[src/rtl/mac_node.sv]
// Parametrised neuron node: out = sat(act((bias + sum x[i]*w[i]) >>> SHIFT)),
// evaluated with one time-multiplexed signed multiplier behind valid/ready handshakes.
module mac_node #(
  parameter int DATA_W  = 8,
  parameter int N_IN    = 2,
  parameter int SHIFT   = 0,
  parameter int RELU_EN = 0,
  parameter int ACC_W   = 2*DATA_W + $clog2(N_IN) + 1
) (
  input  logic                     clk,
  input  logic                     rst,
  input  logic                     in_valid,
  output logic                     in_ready,
  input  logic [N_IN*DATA_W-1:0]   in_data,
  input  logic [N_IN*DATA_W-1:0]   in_weight,
  input  logic [DATA_W-1:0]        in_bias,
  output logic                     out_valid,
  input  logic                     out_ready,
  output logic [DATA_W-1:0]        out_data,
  output logic                     out_sat
);

  localparam int IDX_W = (N_IN > 1) ? $clog2(N_IN) : 1;
  localparam logic [IDX_W-1:0] LAST_IDX = IDX_W'(N_IN - 1);
  localparam logic signed [ACC_W-1:0] SAT_MAX = ACC_W'((1 << (DATA_W-1)) - 1);
  localparam logic signed [ACC_W-1:0] SAT_MIN = ~SAT_MAX;

  typedef enum logic [1:0] {IDLE, MAC, OUT} state_t;

  state_t                   state;
  logic [N_IN*DATA_W-1:0]   x_p0;
  logic [N_IN*DATA_W-1:0]   w_p0;
  logic signed [ACC_W-1:0]  acc_p1;
  logic signed [ACC_W-1:0]  acc_nxt;
  logic [IDX_W-1:0]         idx_p1;
  logic signed [DATA_W-1:0] x_sel;
  logic signed [DATA_W-1:0] w_sel;
  logic signed [2*DATA_W-1:0] prod;
  logic [DATA_W:0]          res;

  function automatic logic signed [ACC_W-1:0] shift_act(input logic signed [ACC_W-1:0] a);
    logic signed [ACC_W-1:0] s;
    s = a >>> SHIFT;
    if ((RELU_EN != 0) && s[ACC_W-1])
      s = '0;
    return s;
  endfunction

  // Returns {clipped, value}.
  function automatic logic [DATA_W:0] saturate(input logic signed [ACC_W-1:0] s);
    if (s > SAT_MAX)
      return {1'b1, SAT_MAX[DATA_W-1:0]};
    if (s < SAT_MIN)
      return {1'b1, SAT_MIN[DATA_W-1:0]};
    return {1'b0, s[DATA_W-1:0]};
  endfunction

  // Stage p0: operand capture at the accepting edge.
  always_ff @(posedge clk) begin
    if (state == IDLE && in_valid) begin
      x_p0 <= in_data;
      w_p0 <= in_weight;
    end
  end

  // Stage p1: one product per cycle into the accumulator; the result path taps the
  // post-add value so the final term's edge can register the output directly.
  always_comb begin
    x_sel   = $signed(x_p0[idx_p1*DATA_W +: DATA_W]);
    w_sel   = $signed(w_p0[idx_p1*DATA_W +: DATA_W]);
    prod    = {{DATA_W{x_sel[DATA_W-1]}}, x_sel} * {{DATA_W{w_sel[DATA_W-1]}}, w_sel};
    acc_nxt = acc_p1 + {{(ACC_W-2*DATA_W){prod[2*DATA_W-1]}}, prod};
    res     = saturate(shift_act(acc_nxt));
  end

  always_ff @(posedge clk or posedge rst) begin
    if (rst) begin
      state     <= IDLE;
      in_ready  <= 1'b1;
      out_valid <= 1'b0;
      out_data  <= '0;
      out_sat   <= 1'b0;
      acc_p1    <= '0;
      idx_p1    <= '0;
    end else begin
      case (state)
        IDLE: begin
          if (in_valid) begin
            acc_p1   <= {{(ACC_W-DATA_W){in_bias[DATA_W-1]}}, in_bias};
            idx_p1   <= '0;
            in_ready <= 1'b0;
            state    <= MAC;
          end
        end
        MAC: begin
          acc_p1 <= acc_nxt;
          idx_p1 <= idx_p1 + 1'b1;
          if (idx_p1 == LAST_IDX) begin
            out_data  <= res[DATA_W-1:0];
            out_sat   <= res[DATA_W];
            out_valid <= 1'b1;
            state     <= OUT;
          end
        end
        OUT: begin
          if (out_ready) begin
            out_valid <= 1'b0;
            in_ready  <= 1'b1;
            state     <= IDLE;
          end
        end
        default: begin
          state     <= IDLE;
          in_ready  <= 1'b1;
          out_valid <= 1'b0;
        end
      endcase
    end
  end

endmodule

[config.mk]
export PLATFORM = sky130hd
export DESIGN_NAME = mac_node
export DESIGN_NICKNAME = d
export VERILOG_FILES = /design/src/rtl/mac_node.sv
export SDC_FILE = /design/constraint.sdc
export NUM_CORES = 1
export LEC_CHECK = 0
export CAP_MARGIN = 5
export CORE_UTILIZATION = 65
export CTS_CLUSTER_SIZE = 40
export DETAILED_ROUTE_END_ITERATION = 8
export DONT_BUFFER_PORTS = 1
export PLACE_DENSITY = 0.81
export SYNTH_ARGS = -nofsm -noshare
export SYNTH_HDL_FRONTEND = slang
export SYNTH_SLANG_ARGS = --single-unit
[constraint.sdc]
create_clock -name clk -period 8.6 [get_ports clk]
set_input_delay 0.43 -clock clk [delete_from_list [all_inputs] [get_ports clk]]
set_output_delay 0.43 -clock clk [all_outputs]
set_load 0.05 [all_outputs]
=== Word-level counts from Yosys, hierarchy flattened ===
Index checks and enable logic that the tools add are counted.

* Register bits: 64
* Input bits: 44
* Logic and storage cells: 51

* Add/sub/neg operators: 2
* Multiply operators: 1
* Order comparisons: 2
* Equal/unequal tests: 5
* Shift-type cells: 2
* Multiplexer cells: 20
* Bitwise logic cells: 2
* Reductions and logical operators: 8

{| class="wikitable"
|+ Operators by type and width
! kind !! number
|-
| $mux 9 || 4
|-
| $pmux 18 s2 || 1
|-
| $shiftx 16x5->8 || 2
|-
| $add 18x18->18 || 1
|-
| $gt 18x8->1 const B || 1
|-
| $lt 18x8->1 const B || 1
|-
| $mux 18 || 1
|-
| $mul 8x8->16 || 1
|-
| $reduce_and 3->1 || 3
|-
| $mux 1 || 7
|-
| $mux 2 || 3
|-
| $ne 2x2->1 const B || 3
|-
| $pmux 1 s3 || 2
|-
| $pmux 2 s3 || 1
|-
| $reduce_and 2->1 || 2
|-
| $eq 2x1->1 const B || 1
|-
| $eq 2x2->1 const B || 1
|-
| $logic_not 2->1 || 1
|-
| $not 1->1 || 2
|-
| $pmux 1 s2 || 1
|-
| $reduce_bool 2->1 || 1
|-
| $add 1x1->1 const B || 1
|-
| $logic_and 1x1->1 || 1
|}

=== Depth between registers and ports, before layout ===
Gate-level depths: netlist of run 1.

* Depth after elaboration: 8
* Depth in mapped cells: 33
* Gate-level depth less buffers: 30

=== Least setup slack after synthesis of run 1 ===
OpenSTA, ideal clock, no wires.

* Path type: reg2reg
* Start: register idx_p1
* End: register out_data[0]
* Setup time: 0.082 ns
* Arrival time: 7.304 ns
* Slack: 1.214 ns
* Stages on the path, launching flop included: 30
* Path buffers: 3
* Clock period less this slack: 7.386 ns
* Path through: dfrtp_1 > clkbuf_1 > clkbuf_1 > buf_1 > mux2i_1 > nor2_1 > fa_1 > fa_1 > fa_1 > inv_1 > fa_1 > inv_1 > ha_1 > a21boi_0 > o21ai_0 > a21boi_0 > o21ai_0 > a21boi_0 > mux2i_1 > nand2_1 > ha_1 > a21oi_1 > nand2_1 > a21oi_1 > o21ai_1 > nand2_1 > xor2_1 > or4b_1 > o21a_2 > o22ai_1

* Cells in the longest elaborated chain, start to end: 8
* Elaborated cells on any way between the ends: 13
* Classes of those cells: 1 x add/sub; 1 x mul; 2 x order compare; 2 x shift; 6 x mux; 1 x reduce/logical

{| class="wikitable"
|+ Ends and longest elaborated chain
! what !! RTL line !! text
|-
| start: declaration || 35 || <nowiki>logic [IDX_W-1:0] idx_p1;</nowiki>
|-
| start signal: assignment || 97 || <nowiki>idx_p1 <= idx_p1 + 1'b1;</nowiki>
|-
| $shiftx 16x5->8 (on tied branches) || 69, 70 ||
|-
| $mul 8x8->16 || 71 || <nowiki>prod = {{DATA_W{x_sel[DATA_W-1]}}, x_sel} * {{DATA_W{w_sel[DATA_W-1]}}, w_sel};</nowiki>
|-
| $add 18x18->18 || 72 || <nowiki>acc_nxt = acc_p1 + {{(ACC_W-2*DATA_W){prod[2*DATA_W-1]}}, prod};</nowiki>
|-
| $lt 18x8->1 || 53 || <nowiki>if (s < SAT_MIN)</nowiki>
|-
| $mux 1 (2 in series) || 53 ||
|-
| $mux 9 || 55 || <nowiki>return {1'b0, s[DATA_W-1:0]};</nowiki>
|-
| $mux 9 || 53 ||
|-
| end signal: assignment || 99 || <nowiki>out_data <= res[DATA_W-1:0];</nowiki>
|-
| end: declaration || 19 || <nowiki>output logic [DATA_W-1:0] out_data,</nowiki>
|}

Several ways; a longest one is shown, not always the timed one. The select of a mux whose other input is x is not followed.
A chain may end at the register's enable or synchronous reset.

=== Final worst setup path of run 1 ===
* Start: register idx_p1
* End: register out_data[3]

The elaborated chain is that of the path after synthesis.

==> run summary, run 1 <==
====================================================================================
Status                                                                     completed
Startpoint kind of the worst setup timing path                              register
Start of the worst register-to-register path                                  idx_p1
CP Capture Type                                                             register
Setup repair after global routing missed its margin                               no
Synth top area share                                                          0.1917
Fill cells                                                                       631
Worst slew margin                                                             0.1434
Worst min path class                                                    input pin to asynchronous set/reset pin
Drt initial violations                                                           204
Vias per Instance                                                              5.865
FMAX                                                                       129.2 MHz
Non-filler instance count after layout                                           709
Floorplan die height                                                        96.84 um
Setup Crit Path Kind                                                    register to register
CTS Root Buffer Type                                                        clkbuf_8
Deepest clock path buffer count                                                    2
Post-route setup TNS                                                            0 ns
Cell count after synthesis                                                       590
Worst Slack Setup Final                                                    0.8613 ns
Die outline area                                                           9378 um^2
Distinct cell type count of the synthesized netlist                               57
Final RePlAce weighted congestion                                             0.9417
Final Max Tran Viols                                                               0
First-pass GRT wire length                                                  19.95 mm
Top cell type by total area after synthesis                                     fa_1
Worst Tran Pin Value                                                        1.282 ns
Part of the Yosys area used for sequential elements                           0.3015
Clk_skew                                                                  0.01492 ns
Number of buffers created by CTS                                                   9
Hold Fails Final Rpt                                                               0
Number of I/O pins                                                                55
Max capacitance violation total                                                    0
Maximum number of pins on one net before global-route repair                      38
Most used flip-flop cell after synthesis                                    edfxtp_1
Post-Place Worst Slack                                                     0.6392 ns
Signed area change from the synthesized netlist to the final layout           5.521%
Total global routing overflow                                                      0
Number of rows created at floorplan                                               34
Core Box Area                                                              8721 um^2
Initial Utilization                                                           0.6704
Setup violators final                                                              0
Final period utilization                                                      0.8999
Highest fanout seen on the critical path                                          19
Multi-input gate area in the final layout                                  3667 um^2
Number of global-route vias before repair                                       4302
Syn Area/Cell                                                             9.910 um^2
H-tree level count                                                                 3
Post-DR wirelength/cell                                                     16.81 um
CTS tree                                                                       built
Antenna Violating Nets Remaining                                                   0
All-layer global routing usage                                                0.2680
Number of enable-type register cells in the synthesized netlist                   32
Initial antenna violation count                                                    0
Vias after detailed routing                                                     4158
Layout cells sized above 1                                                   0.07833
Data required, critical path                                                 8.86 ns
Iteration count of the initial detailed-routing pass                               5
Count of nets after finishing                                                    742
Dpl cells                                                                        692
Shortest clock period the worst path allows after layout                    7.739 ns
Nets in the synthesized netlist                                                  737
Post-detail-place hpwl                                                      9.535 mm
Critical path startpoint                                                      idx_p1
Skew-Pair Late Insertion Delay                                               0.35 ns
Share of flip-flops with an asynchronous set or reset after synthesis         0.5000
Quantity of I/O buffers inserted on ports                                          0
Data arrival time at the worst-slack endpoint                                7.99 ns
Clock-pin slew on the worst setup and hold paths                             0.07 ns
Top post-synthesis cells by area                                        fa_1 19%, edfxtp_1 16%, dfrtp_1 13%
Drt drc                                                                            0
Wire length reported by the detailed router                                 11.92 mm
Number of storage elements in the synthesis netlist                               64
Number of warnings issued by yosys                                                 0
Width of the chip                                                           96.84 um
Clock tree sinks                                                                  64
Post-CTS Repair Setup Buffers                                                      0
Post-synthesis instance area                                               5847 um^2
Combined flip-flop and latch cell area                                     1764 um^2
====================================================================================
## worst paths after layout
check | endpoint | slack [ns] | cells after the start
setup reg to reg | out_data[3] | 0.86 | 27
hold reg to reg | acc_p1[0] | 0.50 | 2
min in group clk | w_p0[5] | 0.18 | 0
setup / recovery | out_data[3] | 0.86 | 27
hold / removal | state[1] | 0.06 | 2
max in group asynchronous | idx_p1 | 8.21 | 2
## metal layers
| layer | wire length, um | global-route usage |
|---|---|---|
| met1 | 5487 | 0.3712 |
| met2 | 5764 | 0.4453 |
| met3 | 491 | 0.03685 |
| met4 | 174 | 0.07348 |
| met5 | 0 | 0 |
## worst max-delay path, stage by stage (launching register included)
cell	delay [ns]
dfrtp_2	0.68
mux2i_1	0.49
inv_1	0.23
and2_1	0.23
fa_1	0.51
fa_1	0.53
fa_1	0.55
inv_1	0.06
fa_1	0.53
inv_1	0.05
ha_1	0.32
a21boi_0	0.25
o21ai_0	0.16
a21boi_0	0.25
o21ai_0	0.15
a21boi_0	0.34
mux2i_1	0.22
nand2_1	0.09
ha_1	0.33
a21oi_1	0.20
nand2_1	0.08
a21oi_1	0.12
o21ai_1	0.10
a41oi_1	0.28
xnor3_1	0.42
nand2_1	0.15
o21ai_4	0.12
o22ai_1	0.20
## layout by cell type, fill, tap and decap left out, types with 3 or more instances in the layout
cell type and instances:
a21boi_0 3, a21o_1 6, a21oi_1 25, a221o_1 8, and2_1 4, buf_4 5, clkbuf_8 9, dfrtp_1 30
edfxtp_1 32, fa_1 56, ha_1 47, inv_1 100, mux2_2 6, mux2i_1 22, nand2_1 29, nand2b_1 6
nand3_1 5, nand4_1 3, nor2_1 73, nor2b_1 5, nor3_1 6, o21a_1 4, o21ai_0 24, o21ai_1 6
o21ai_2 3, o22ai_1 7, or2_2 7, xnor2_1 23, xor2_1 5
## through the flow
step / hold WS [ns] / area [um^2] / util
after floorplan: 0.4563 / 5847 / -
after global placement: 0.4295 / 5978 / 0.6855
after detailed placement: 0.4430 / 5978 / 0.6855
after CTS: 0.07309 / 6166 / 0.7070
after global routing: 0.09442 / 6167 / 0.7072
final: 0.06168 / 6170 / 0.7075
## synth_stat cells, types with 2 or more instances
library cell and number:
mux2_2 6, a21oi_1 25, a31oi_1 2, fa_1 56, a21o_1 6, nor3_1 6
inv_1 100, o211ai_1 2, or2_1 2, ha_1 47, nand4_1 3, a21boi_0 3
o22ai_1 7, xor2_1 5, dfrtp_1 31, o21ai_1 6, nor2b_1 5, o21ai_0 24
nand2_1 29, or2_2 7, a211oi_2 2, mux2i_1 22, xnor2_1 23, nand3_1 5
a221o_1 8, edfxtp_1 32, o21bai_1 2, nand2b_1 6, clkbuf_1 9, and2_1 4
o21ai_2 3, nor2_1 74, o21a_1 4
## repair_timing
action	CTS	global route
setup endpoints to repair	0	2
resized for setup	0	1
hold buffers	0	0
## registers in the layout, indices dropped and copies added, names as in the netlist
| signal | cells |
|---|---|
| out_data | 8 |
| out_valid | 1 |
| in_ready | 1 |
| state | 2 |
| w_p0 | 16 |
| idx_p1 | 1 |
| x_p0 | 16 |
| out_sat | 1 |
| acc_p1 | 18 |
## cells by family (layout without fill, tap and decap cells)
| kind of cell | Yosys count | in the layout | synth area share |
|---|---|---|---|
| adders and majority gates | 103 | 103 | 0.2923 |
| AOI/OAI and AO/OA | 109 | 109 | 0.1267 |
| xor gates and xnor gates | 29 | 29 | 0.04579 |
| and+or+nand+nor | 146 | 146 | 0.1119 |
| DFF | 64 | 64 | 0.3015 |
| buffers and inverters | 111 | 121 | 0.07254 |
| muxes | 28 | 28 | 0.04922 |
| other | 0 | 1 | 0 |
## final cells by class
type,instances,area share
antenna,1,0.0004056
clock buffer,10,0.02069
clock inverter,6,0.009734
inverter,100,0.06084
multi-input combinational,415,0.5944
sequential,64,0.2859
tap,108,0.02190
timing repair buffer,5,0.006084
Power of run 1 is left out: the tool's default activity adds up to more than one toggle a clock period on the data nets, which glitch-free logic cannot reach.
==> run 2, diff against run 1 <==
--- a/config.mk
+++ b/config.mk
@@ -6,11 +6,12 @@
 export NUM_CORES = 1
 export LEC_CHECK = 0
 export CAP_MARGIN = 5
-export CORE_UTILIZATION = 65
+export CORE_ASPECT_RATIO = 1.25
+export CORE_UTILIZATION = 60
 export CTS_CLUSTER_SIZE = 40
 export DETAILED_ROUTE_END_ITERATION = 8
 export DONT_BUFFER_PORTS = 1
-export PLACE_DENSITY = 0.81
+export PLACE_DENSITY = 0.76
 export SYNTH_ARGS = -nofsm -noshare
 export SYNTH_HDL_FRONTEND = slang
 export SYNTH_SLANG_ARGS = --single-unit
==> run 2 against run 1 <==
Compared with the run above: sequential cell count is the same; critical path type unchanged; cell count grew 1.8%; sequential share of layout area shrank 0.50 points; via count grew 0.94%; non-clock buffer count down 1; first-iteration DRC count up 15%; global-route usage is 0.72 points higher; core utilization down 3.4 points; clock-buffer cell count rose by 3; die area is 8.2% higher.
==> run summary, run 2 (synthesized netlist as in run 1, its figures left out) <==
==================================================================================
Total global routing overflow                                                    0   unchanged
CP Capture Type                                                           register   unchanged
Initial Utilization                                                         0.6273   was 0.6704
Critical path startpoint                                                    idx_p1   unchanged
CP Capture Point                                                       out_data[3]   unchanged
Cell repeated most along the worst path                                      inv_1   was fa_1
Floorplan die height                                                      112.4 um   was 96.84 um
Core Box Area                                                            9320 um^2   was 8721 um^2
Vias per Instance                                                            5.813   was 5.865
Worst Tran Pin Value                                                      1.247 ns   was 1.282 ns
Number of buffers created by CTS                                                 9   unchanged
Drt initial violations                                                         235   was 204
Post-Place Worst Slack                                                   0.7310 ns   was 0.6392 ns
Worst slew margin                                                           0.1670   was 0.1434
Global Route met2 Usage                                                     0.4957   was 0.4453
First-pass GRT wire length                                                21.82 mm   was 19.95 mm
All-layer global routing usage                                              0.2751   was 0.2680
Post-DR wirelength/cell                                                   17.59 um   was 16.81 um
Number of flip-flops under the largest register name                            18   unchanged
Worst min path class                                                  input pin to asynchronous set/reset pin   unchanged
Biggest registers after layout                                        acc_p1 x18, w_p0 x16, x_p0 x16   unchanged
Antenna Violating Nets Remaining                                                 0   unchanged
CTS Root Buffer Type                                                     clkbuf_16   was clkbuf_8
Shortest clock period the worst path allows after layout                  7.864 ns   was 7.739 ns
Initial antenna violation count                                                  0   unchanged
Number of global-route vias before repair                                     4671   was 4302
Data required, critical path                                               8.85 ns   was 8.86 ns
Cell depth of the worst flop-to-flop path                                       29   was 27
Max capacitance violation total                                                  0   unchanged
CTS-repair resized insts                                                         0   unchanged
Endpoint of the worst-slack reg-to-reg timing path                     out_data[3]   unchanged
Clk_skew                                                                0.01085 ns   was 0.01492 ns
Data arrival time at the worst-slack endpoint                              8.11 ns   was 7.99 ns
Iteration count of the initial detailed-routing pass                             6   was 5
Layout cells sized above 1                                                 0.07513   was 0.07833
Cell with the largest stage delay on the worst path                        mux2i_1   was dfrtp_2
Final Max Tran Viols                                                             0   unchanged
Setup slack of the most critical reg-to-reg path                           0.74 ns   was 0.86 ns
Vias after detailed routing                                                   4197   was 4158
H-tree level count                                                               3   unchanged
Count of nets after finishing                                                  741   was 742
Post-CTS Repair Setup Buffers                                                    0   unchanged
Clock tree sinks                                                                64   unchanged
Final RePlAce weighted congestion                                           0.8930   was 0.9417
Setup Crit Path Kind                                                  register to register   unchanged
Highest fanout seen on the critical path                                        16   was 19
Start of the worst register-to-register path                                idx_p1   unchanged
Post-detail-place hpwl                                                    9.730 mm   was 9.535 mm
Die outline area                                                        10150 um^2   was 9378 um^2
Number of I/O pins                                                              55   unchanged
FMAX                                                                     127.2 MHz   was 129.2 MHz
Hold Fails Final Rpt                                                             0   unchanged
Setup repair after global routing missed its margin                             no   unchanged
Quantity of I/O buffers inserted on ports                                        0   unchanged
Post-route setup TNS                                                          0 ns   unchanged
Maximum number of pins on one net before global-route repair                    39   was 38
Width of the chip                                                         90.30 um   was 96.84 um
Setup violators final                                                            0   unchanged
Global routing met3 resource utilization                                   0.05894   was 0.03685
Met1 Resource Use GR                                                        0.3206   was 0.3712
Wire length reported by the detailed router                               12.70 mm   was 11.92 mm
Crit-path max cell delay                                                   0.73 ns   was 0.68 ns
Post-CTS Hold Fix Bufs                                                           0   unchanged
Most used cells in the layout excluding fill and tap cells            100 x inv_1, 73 x nor2_1, 56 x fa_1   unchanged
Most Used Layer, Global Route                                                 met2   unchanged
Clock-pin slew on the worst setup and hold paths                           0.06 ns   was 0.07 ns
Signed area change from the synthesized netlist to the final layout         7.340%   was 5.521%
Worst Slack Setup Final                                                  0.7362 ns   was 0.8613 ns
Most common cell after layout, fill and taps aside                           inv_1   unchanged
Diode count                                                                      0   was 1
Final period utilization                                                    0.9144   was 0.8999
Deepest clock path buffer count                                                  2   unchanged
Number of rows created at floorplan                                             39   was 34
Status                                                                   completed   unchanged
Skew-Pair Late Insertion Delay                                             0.33 ns   was 0.35 ns
Drt drc                                                                          0   unchanged
Register name with the most flops                                           acc_p1   unchanged
Startpoint kind of the worst setup timing path                            register   unchanged
CTS tree                                                                     built   unchanged
==================================================================================
## run 2: stage by stage
step           hold slack (ns)  std cells  instance area (um^2)  utilization
2_1_floorplan           0.4563        590                  5847            -
3_3_place_gp            0.4374        706                  5989       0.6426
3_5_place_dp            0.4386        706                  5989       0.6426
4_1_cts                0.08530        722                  6276       0.6734
5_1_grt                 0.1172        722                  6276       0.6734
6_report               0.07343        722                  6276       0.6734
## run 2: worst max-delay path, delay by kind of cell (launching register included)
| kind | cells | cell delay, ns |
|---|---|---|
| AOI/OAI and AO/OA | 11 | 2.12 |
| xor gates and xnor gates | 1 | 0.42 |
| adders and majority gates | 6 | 2.66 |
| buffers and inverters | 5 | 0.61 |
| DFF | 1 | 0.50 |
| muxes | 2 | 0.94 |
| and+or+nand+nor | 4 | 0.50 |
## run 2: area by class of cell
class                           count  area [um^2]
Clock buffer                       13        271.5
Clock inverter                      3        15.01
Fill cell                         691         3044
Inverter                          100        375.4
Multi-Input combinational cell    415         3667
Sequential cell                    64         1763
Tap cell                          123        153.9
Timing Repair Buffer                4        30.03
## run 2: worst min-delay path by stage
stage                       to  slack, ns
floorplan            acc_p1[0]       0.46
CTS                 acc_p1[12]       0.09
global placement    acc_p1[12]       0.44
detailed placement  acc_p1[17]       0.44
global route        acc_p1[12]       0.12
finish              acc_p1[12]       0.07
## run 2: metal layers
metal  vias up  wire, um
li1       1972         -
met1      2051      4969
met2       138      6655
met3        36       634
met4         0       439
met5         -         0
Power of run 2 is left out for the same reason.
